$ cat src/rtl/vr16_pkg.sv
// Shared definitions for the vr16 datapath: widths, opcodes, register indices
// and the execute-stage state encoding.
package vr16_pkg;

    localparam int DATA_W     = 16;
    localparam int MUL_CYCLES = 16;

    localparam logic [3:0] OP_ADD       = 4'd0;
    localparam logic [3:0] OP_SUB       = 4'd1;
    localparam logic [3:0] OP_AND       = 4'd2;
    localparam logic [3:0] OP_OR        = 4'd3;
    localparam logic [3:0] OP_XOR       = 4'd4;
    localparam logic [3:0] OP_NOT       = 4'd5;
    localparam logic [3:0] OP_SHL       = 4'd6;
    localparam logic [3:0] OP_SHR       = 4'd7;
    localparam logic [3:0] OP_MUL       = 4'd8;
    localparam logic [3:0] OP_MOV       = 4'd9;
    localparam logic [3:0] OP_NOP_FIRST = 4'd10;
    localparam logic [3:0] OP_NOP_LAST  = 4'd15;

    localparam logic [1:0] REG_A = 2'b00;
    localparam logic [1:0] REG_B = 2'b01;
    localparam logic [1:0] REG_C = 2'b10;
    localparam logic [1:0] REG_D = 2'b11;

    typedef enum logic {
        ST_IDLE = 1'b0,
        ST_MUL  = 1'b1
    } exec_state_t;

endpackage

$ cat src/rtl/seq_multiplier.sv
// Shift-add multiplier retiring one multiplier bit per clock. o_done and
// o_product describe the step being taken at the coming edge, so the caller
// can capture the finished product on the same edge the last step completes.
module seq_multiplier
    import vr16_pkg::*;
(
    input  logic                  clk,
    input  logic                  reset,
    input  logic                  i_start,
    input  logic [DATA_W-1:0]     i_op_a,
    input  logic [DATA_W-1:0]     i_op_b,
    output logic                  o_busy,
    output logic                  o_done,
    output logic [2*DATA_W-1:0]   o_product
);

    localparam int CNT_W = $clog2(MUL_CYCLES);

    logic                r_busy;
    logic [CNT_W-1:0]    r_count;
    logic [2*DATA_W-1:0] r_acc;
    logic [2*DATA_W-1:0] r_mcand;
    logic [DATA_W-1:0]   r_mplier;
    logic                w_last;
    logic [2*DATA_W-1:0] w_next_acc;

    assign w_last     = r_busy && (r_count == CNT_W'(MUL_CYCLES - 1));
    assign w_next_acc = r_acc + (r_mplier[0] ? r_mcand : '0);

    assign o_busy    = r_busy;
    assign o_done    = w_last;
    assign o_product = w_next_acc;

    // Load operands on start, then add the shifted multiplicand for each set multiplier bit
    always_ff @(posedge clk or posedge reset) begin
        if (reset) begin
            r_busy   <= 1'b0;
            r_count  <= '0;
            r_acc    <= '0;
            r_mcand  <= '0;
            r_mplier <= '0;
        end else if (i_start && !r_busy) begin
            r_busy   <= 1'b1;
            r_count  <= '0;
            r_acc    <= '0;
            r_mcand  <= {{DATA_W{1'b0}}, i_op_a};
            r_mplier <= i_op_b;
        end else if (r_busy) begin
            r_acc    <= w_next_acc;
            r_mcand  <= {r_mcand[2*DATA_W-2:0], 1'b0};
            r_mplier <= {1'b0, r_mplier[DATA_W-1:1]};
            r_count  <= r_count + 1'b1;
            if (w_last) begin
                r_busy <= 1'b0;
            end
        end
    end

endmodule

$ cat src/rtl/exec_stage.sv
// Execute/writeback stage in front of the 4x16 register file. Forwards the
// pending writeback into both operands, runs single-cycle ALU ops directly and
// hands MUL to the sequential multiplier while holding off new issues.
module exec_stage
    import vr16_pkg::*;
(
    input  logic              clk,
    input  logic              reset,
    input  logic              issue_valid,
    output logic              issue_ready,
    input  logic [3:0]        opcode,
    input  logic [1:0]        dest,
    input  logic [1:0]        src1,
    input  logic [1:0]        src2,
    output logic [1:0]        read_operand_one_reg,
    output logic [1:0]        read_operand_two_reg,
    input  logic [DATA_W-1:0] operand_one_reg,
    input  logic [DATA_W-1:0] operand_two_reg,
    output logic              write_enable,
    output logic [1:0]        store_at,
    output logic [DATA_W-1:0] alu_result,
    output logic              zero_flag,
    output logic              carry_flag,
    output logic              busy
);

    exec_state_t           r_state;
    exec_state_t           w_next_state;
    logic                  r_we;
    logic [1:0]            r_store;
    logic [DATA_W-1:0]     r_result;
    logic                  r_zero;
    logic                  r_carry;
    logic [1:0]            r_mul_dest;

    logic                  w_accept;
    logic                  w_mul_start;
    logic                  w_mul_done;
    logic                  w_mul_busy;
    logic [2*DATA_W-1:0]   w_mul_product;
    logic [DATA_W-1:0]     w_op1;
    logic [DATA_W-1:0]     w_op2;
    logic [DATA_W:0]       w_sum;
    logic [DATA_W:0]       w_diff;
    logic [DATA_W-1:0]     w_alu_res;
    logic                  w_alu_carry;
    logic                  w_alu_wb;

    assign read_operand_one_reg = src1;
    assign read_operand_two_reg = src2;

    assign issue_ready = (r_state == ST_IDLE);
    assign busy        = (r_state == ST_MUL);
    assign w_accept    = issue_valid && issue_ready;
    assign w_mul_start = w_accept && (opcode == OP_MUL);

    // The register file only commits a write at the end of the strobe cycle,
    // so a source matching the pending destination must take alu_result
    assign w_op1 = (r_we && (r_store == src1)) ? r_result : operand_one_reg;
    assign w_op2 = (r_we && (r_store == src2)) ? r_result : operand_two_reg;

    assign w_sum  = {1'b0, w_op1} + {1'b0, w_op2};
    assign w_diff = {1'b0, w_op1} - {1'b0, w_op2};

    assign write_enable = r_we;
    assign store_at     = r_store;
    assign alu_result   = r_result;
    assign zero_flag    = r_zero;
    assign carry_flag   = r_carry;

    seq_multiplier u_mul (
        .clk       (clk),
        .reset     (reset),
        .i_start   (w_mul_start),
        .i_op_a    (w_op1),
        .i_op_b    (w_op2),
        .o_busy    (w_mul_busy),
        .o_done    (w_mul_done),
        .o_product (w_mul_product)
    );

    // Single-cycle ALU result and carry; MUL and NOPs produce no direct writeback
    always_comb begin
        w_alu_res   = '0;
        w_alu_carry = 1'b0;
        w_alu_wb    = 1'b1;
        case (opcode)
            OP_ADD: begin w_alu_res = w_sum[DATA_W-1:0];  w_alu_carry = w_sum[DATA_W];  end
            OP_SUB: begin w_alu_res = w_diff[DATA_W-1:0]; w_alu_carry = w_diff[DATA_W]; end
            OP_AND: w_alu_res = w_op1 & w_op2;
            OP_OR:  w_alu_res = w_op1 | w_op2;
            OP_XOR: w_alu_res = w_op1 ^ w_op2;
            OP_NOT: w_alu_res = ~w_op1;
            OP_SHL: begin w_alu_res = {w_op1[DATA_W-2:0], 1'b0}; w_alu_carry = w_op1[DATA_W-1]; end
            OP_SHR: begin w_alu_res = {1'b0, w_op1[DATA_W-1:1]}; w_alu_carry = w_op1[0]; end
            OP_MOV: w_alu_res = w_op1;
            default: w_alu_wb = 1'b0;
        endcase
    end

    // Next-state: leave IDLE on an accepted MUL, return when the last multiply step retires
    always_comb begin
        w_next_state = r_state;
        case (r_state)
            ST_IDLE: if (w_mul_start) w_next_state = ST_MUL;
            ST_MUL:  if (w_mul_done && w_mul_busy) w_next_state = ST_IDLE;
            default: w_next_state = ST_IDLE;
        endcase
    end

    // State register; reset aborts any multiply in flight
    always_ff @(posedge clk or posedge reset) begin
        if (reset) begin
            r_state <= ST_IDLE;
        end else begin
            r_state <= w_next_state;
        end
    end

    // Writeback registers: strobe for one cycle per result, otherwise hold data and flags
    always_ff @(posedge clk or posedge reset) begin
        if (reset) begin
            r_we       <= 1'b0;
            r_store    <= '0;
            r_result   <= '0;
            r_zero     <= 1'b0;
            r_carry    <= 1'b0;
            r_mul_dest <= '0;
        end else begin
            r_we <= 1'b0;
            if (r_state == ST_MUL && w_mul_done) begin
                r_we     <= 1'b1;
                r_store  <= r_mul_dest;
                r_result <= w_mul_product[DATA_W-1:0];
                r_zero   <= (w_mul_product[DATA_W-1:0] == '0);
                r_carry  <= |w_mul_product[2*DATA_W-1:DATA_W];
            end else if (w_mul_start) begin
                r_mul_dest <= dest;
            end else if (w_accept && w_alu_wb) begin
                r_we     <= 1'b1;
                r_store  <= dest;
                r_result <= w_alu_res;
                r_zero   <= (w_alu_res == '0);
                r_carry  <= w_alu_carry;
            end
        end
    end

endmodule

$ cat config.mk
export PLATFORM = sky130hd
export DESIGN_NAME = exec_stage
export DESIGN_NICKNAME = d
export VERILOG_FILES = /design/src/rtl/vr16_pkg.sv /design/src/rtl/seq_multiplier.sv /design/src/rtl/exec_stage.sv
export SDC_FILE = /design/constraint.sdc
export NUM_CORES = 1
export LEC_CHECK = 0
export BUFFER_PORTS_ARGS = -buffer_cell sky130_fd_sc_hd__buf_2
export CAP_MARGIN = 20
export CORE_UTILIZATION = 40
export CTS_BUF_LIST = sky130_fd_sc_hd__clkbuf_8
export DETAILED_ROUTE_END_ITERATION = 8
export GPL_ROUTABILITY_DRIVEN = 1
export PLACE_DENSITY = 0.59
export REMOVE_ABC_BUFFERS = 1
export SETUP_SLACK_MARGIN = 0.3
export SLEW_MARGIN = 20
export SYNTH_ARGS = -nofsm -noshare
export SYNTH_HDL_FRONTEND = slang
export SYNTH_SLANG_ARGS = --single-unit
export TNS_END_PERCENT = 20
$ cat constraint.sdc
create_clock -name clk -period 8.1 [get_ports clk]
set_input_delay 0.81 -clock clk [delete_from_list [all_inputs] [get_ports clk]]
set_output_delay 0.81 -clock clk [all_outputs]
set_load 0.01 [all_outputs]
==> impl_summary.md <==
Timing
Between clock sinks in the finished design, the worst skew comes to between 0.02 and 0.025 ns. The final cycle utilization of the critical path is 67.44%. The hold violation total from the final report came to 0. Setup total negative slack on the finished layout was measured at 0 ns. The achievable frequency is between 150 and 200 MHz. Setup violations remaining at the end of the flow were counted as 0.

The slew at the pin closest to its max-slew limit is approximately 1.1 ns. Measured against its own limit, the worst slew margin works out to ~28%. The final count of pins violating max slew is 0. Setup repair after global routing left no endpoint under its margin. The minimum clock period after layout is approximately 5.5 ns.

Hold path
In this run the worst hold path is classified as in2async.

Die
The die covers between 20,000 and 30,000 sq um. Once the floorplan was initialized, standard cells occupied ~41% of the core. The core footprint is roughly 24,000 sq um.

The die width is 158.5 um. The number of rows created at floorplan is 56. In this run the count of I/O pins placed on the die edge is 72. From bottom edge to top edge, the die measures 158.5 um.

Layout
The finished layout holds 1,595 standard cells, fillers aside. The net count of the finished layout is 1,400. Relative to the synthesized area, the layout overhead comes to 7.348%. The number of diodes is 0. In the final layout, the share of cells above drive strength 1 is under 10%. The final core utilization is between 40% and 50%. The total of fill cells in the finished design is 2,446.

Synthesis
The synthesized design contains approximately 110 register bits. Synthesis instantiated a little under 80 different standard cells from the library. The share of flip-flops with an asynchronous set or reset after synthesis is 100.0%. The dominant synthesized flop cell is sky130_fd_sc_hd__dfrtp_1.

In this run, synthesis inferred 0 flip-flops with an integrated enable. A synthesized cell averages about 7.8 sq um. The count of yosys warnings during synthesis is 0. For this run, the register share of the synthesized area comes to roughly 28%. The synthesized netlist cell count is between 1,000 and 1,500. The synthesized netlist occupies a cell area of 9791 sq um.

Clock tree
The clock tree from TritonCTS is built. The setup fix buffers added after clock tree synthesis is 0. The clock net in this run drives a total of 109 sinks. The root buffer cell chosen for the clock tree is sky130_fd_sc_hd__clkbuf_8. The count of cells resized by post-cts repair is 0. For this design, the CTS-stage hold fixing added 0 buffers. In this run the deepest clock path goes through 2 buffers. Buffers inserted during clock tree synthesis total 9.

The maximum level of the CTS H-tree is 3. The clock slew seen by the registers of the worst setup and hold paths is approximately 0.13 ns. The clock network latency to the later pin of the worst-skew pair is 0.40 ns.

Placement
The placer's final routability congestion estimate is around 0.95. The post-detailed-placement half-perimeter wirelength is ~22,000 um. Port buffering added a little over 70 buffers. The number of cells in the design after placement is 1,580.

Route
The detailed-route wire length is approximately 30,000 um. The top layer reached by signal wires is met4. After detailed routing, the average wire length per cell comes to 18.64 um. After detailed routing, the number of remaining DRC violations is 0. In the detailed route, the total length drawn on met2 is 12,320 um. In the detailed route, the total length drawn on met3 is 1900 um. The sum of routed wire segments on met1 is 14,930 um.

Once detail routing completed, the nets flagged for antenna violations numbered 0. The post-detailed-route via-to-cell ratio is roughly 5.8. The total vias in the final route is a little over 9,000. The starting DRC count in detailed routing is 856. Before antenna repair, the detailed router went through 5 iterations.

Status
The flow ran to the end, and the final reports show no timing, DRC or antenna violations.

Setup path
At the worst endpoint, the arrival time is between 5 and 6 ns. The largest fanout on the critical path is 16. The category of the most critical setup path is in2reg.

The kind of capture point of the worst setup path is a register. The worst setup path is launched from a primary input. For the worst setup path, the data required time is around 8.4 ns.

Power and ir drop
The power per unit of standard cell area is ~250 nW/um^2. The worst-case IR drop observed on VDD is 119.3 uV. The static power due to leakage is 0.004757 uW.

Global route
The via count of the first global-routing pass was between 8,000 and 9,000. Across every metal layer, demand over resource in global routing totals between 20% and 30%. The initial antenna violation count is 0.

Entering global routing, the biggest net connects 82 pins. The global-route wire length before repair is 47,730 um. The sum of overflow across all layers after global routing is 0.

Job
The tool flagged a number of max-cap violations equal to 0.
-- cell families after synthesis --
logic type,count (synthesis),synth area share [%]
xor+xnor,42,3.757
mux,57,6.249
simple gates,457,21.66
fa+ha+maj,83,10.84
flops,109,27.86
compound gates,376,24.31
buf+inv,132,5.329
-- cell usage in the layout, fill, tap and decap left out, types with 4 or more instances in the layout --
cell type                   instances
sky130_fd_sc_hd__clkbuf_8           9
sky130_fd_sc_hd__o21ai_0          124
sky130_fd_sc_hd__a221oi_1           7
sky130_fd_sc_hd__o21a_1             7
sky130_fd_sc_hd__nor2b_1           15
sky130_fd_sc_hd__xor2_1            14
sky130_fd_sc_hd__mux2i_2            6
sky130_fd_sc_hd__nor3_1            26
sky130_fd_sc_hd__o41ai_1            6
sky130_fd_sc_hd__buf_2             71
sky130_fd_sc_hd__dfrtp_1          108
sky130_fd_sc_hd__o31ai_1            6
sky130_fd_sc_hd__a21oi_1           89
sky130_fd_sc_hd__o22ai_1           17
sky130_fd_sc_hd__buf_4              8
sky130_fd_sc_hd__nor4_1             6
sky130_fd_sc_hd__or4_1              6
sky130_fd_sc_hd__mux2i_1           48
sky130_fd_sc_hd__ha_1              80
sky130_fd_sc_hd__a211o_1            6
sky130_fd_sc_hd__a211oi_1          16
sky130_fd_sc_hd__a21boi_0           5
sky130_fd_sc_hd__nand2_1          191
sky130_fd_sc_hd__and2_1            38
sky130_fd_sc_hd__o221ai_1          12
sky130_fd_sc_hd__a21o_1            12
sky130_fd_sc_hd__and3_1             6
sky130_fd_sc_hd__nor2_1           103
sky130_fd_sc_hd__o21bai_1           4
sky130_fd_sc_hd__nand3_1           22
sky130_fd_sc_hd__o2111ai_1          6
sky130_fd_sc_hd__nand4_1            6
sky130_fd_sc_hd__xnor2_1           28
sky130_fd_sc_hd__inv_1             55
sky130_fd_sc_hd__o211ai_1          14
sky130_fd_sc_hd__a31oi_1           13
sky130_fd_sc_hd__nand2b_1          15
-- critical path: stages --
cell	delay [ns]
sky130_fd_sc_hd__buf_2	0.11
sky130_fd_sc_hd__xnor2_1	0.24
sky130_fd_sc_hd__nand3_4	0.41
sky130_fd_sc_hd__mux2i_1	0.95
sky130_fd_sc_hd__inv_1	0.11
sky130_fd_sc_hd__ha_1	0.27
sky130_fd_sc_hd__inv_1	0.09
sky130_fd_sc_hd__fa_1	0.23
sky130_fd_sc_hd__nor2_1	0.07
sky130_fd_sc_hd__o31ai_1	0.32
sky130_fd_sc_hd__o22ai_1	0.15
sky130_fd_sc_hd__a2bb2oi_2	0.17
sky130_fd_sc_hd__or4b_1	0.50
sky130_fd_sc_hd__nor4_1	0.36
sky130_fd_sc_hd__and4b_1	0.30
sky130_fd_sc_hd__nand4b_1	0.12
sky130_fd_sc_hd__or4_1	0.44
sky130_fd_sc_hd__o21ai_1	0.12
-- registers in the layout (all words and copies together), names as in the netlist --
name,cells
alu_result,16
store_at,2
u_mul.r_mcand,32
u_mul.r_acc,32
u_mul.r_mplier,16
u_mul.o_busy,1
carry_flag,1
busy,1
write_enable,1
zero_flag,1
u_mul.r_count,4
r_mul_dest,2
-- Yosys cell counts (23+ instances only) --
| master | instances | area share [%] |
|---|---|---|
| sky130_fd_sc_hd__o21ai_0 | 124 | 6.3 |
| sky130_fd_sc_hd__nor2_1 | 103 | 3.9 |
| sky130_fd_sc_hd__inv_1 | 56 | 2.1 |
| sky130_fd_sc_hd__nor3_1 | 26 | 1.3 |
| sky130_fd_sc_hd__mux2i_1 | 48 | 4.9 |
| sky130_fd_sc_hd__dfrtp_1 | 109 | 28 |
| sky130_fd_sc_hd__ha_1 | 80 | 10 |
| sky130_fd_sc_hd__a21oi_1 | 89 | 4.5 |
| sky130_fd_sc_hd__clkbuf_1 | 65 | 2.5 |
| sky130_fd_sc_hd__nand2_1 | 191 | 7.3 |
| sky130_fd_sc_hd__and2_1 | 38 | 2.4 |
| sky130_fd_sc_hd__xnor2_1 | 28 | 2.5 |
| sky130_fd_sc_hd__nand3_1 | 23 | 1.2 |
-- cell type report --
cell class | instances | area, sq um | share of cell area (%)
Tap cell | 319 | 399.1 | 3.798
Inverter | 58 | 220.2 | 2.095
Sequential cell | 109 | 2731 | 25.99
Timing Repair Buffer | 79 | 415.4 | 3.952
Multi-Input combinational cell | 1015 | 6560 | 62.42
Clock buffer | 9 | 123.9 | 1.179
Clock inverter | 6 | 60.06 | 0.5714
-- worst paths after layout --
path                            slack (ns)        startpoint                 to  depth (start not counted)
worst min-delay path                  0.45             reset      alu_result[0]                          2
max in group asynchronous             6.31             reset  u_mul.r_mcand[11]                          3
worst max-delay path                  2.64           src1[0]          zero_flag                         18
worst max register to register        2.69       store_at[1]          zero_flag                         17
min in group clk                      0.48  u_mul.r_count[3]   u_mul.r_count[3]                          1
worst min register to register        0.48  u_mul.r_count[3]   u_mul.r_count[3]                          1
-- power breakdown --
part           leakage (uW)  switching [uW]  internal, uW
sequential          0.00136             228           777
clock             0.0000866             218           117
combinational       0.00331             793           518
total               0.00476            1240          1410
-- metal layers --
layer  up-vias  track usage, %
met2       296           35.71
met1      4443           36.57
met3        38           4.273
met5         -               0
met4         0           6.181
li1       4507               -
-- through the flow --
stage	hold WS (ns)	total power (uW)	instance area, sq um	setup slack (ns)
after global placement	0.4587	2300	10330	2.473
after CTS	0.4529	2658	10510	2.767
after detailed placement	0.4630	2316	10330	2.366
after floorplan	0.4431	1907	9487	3.346
final	0.4473	2651	10510	2.637
after global routing	0.4879	2894	10510	2.362
No activity file was read; power rests on OpenSTA's default activity.
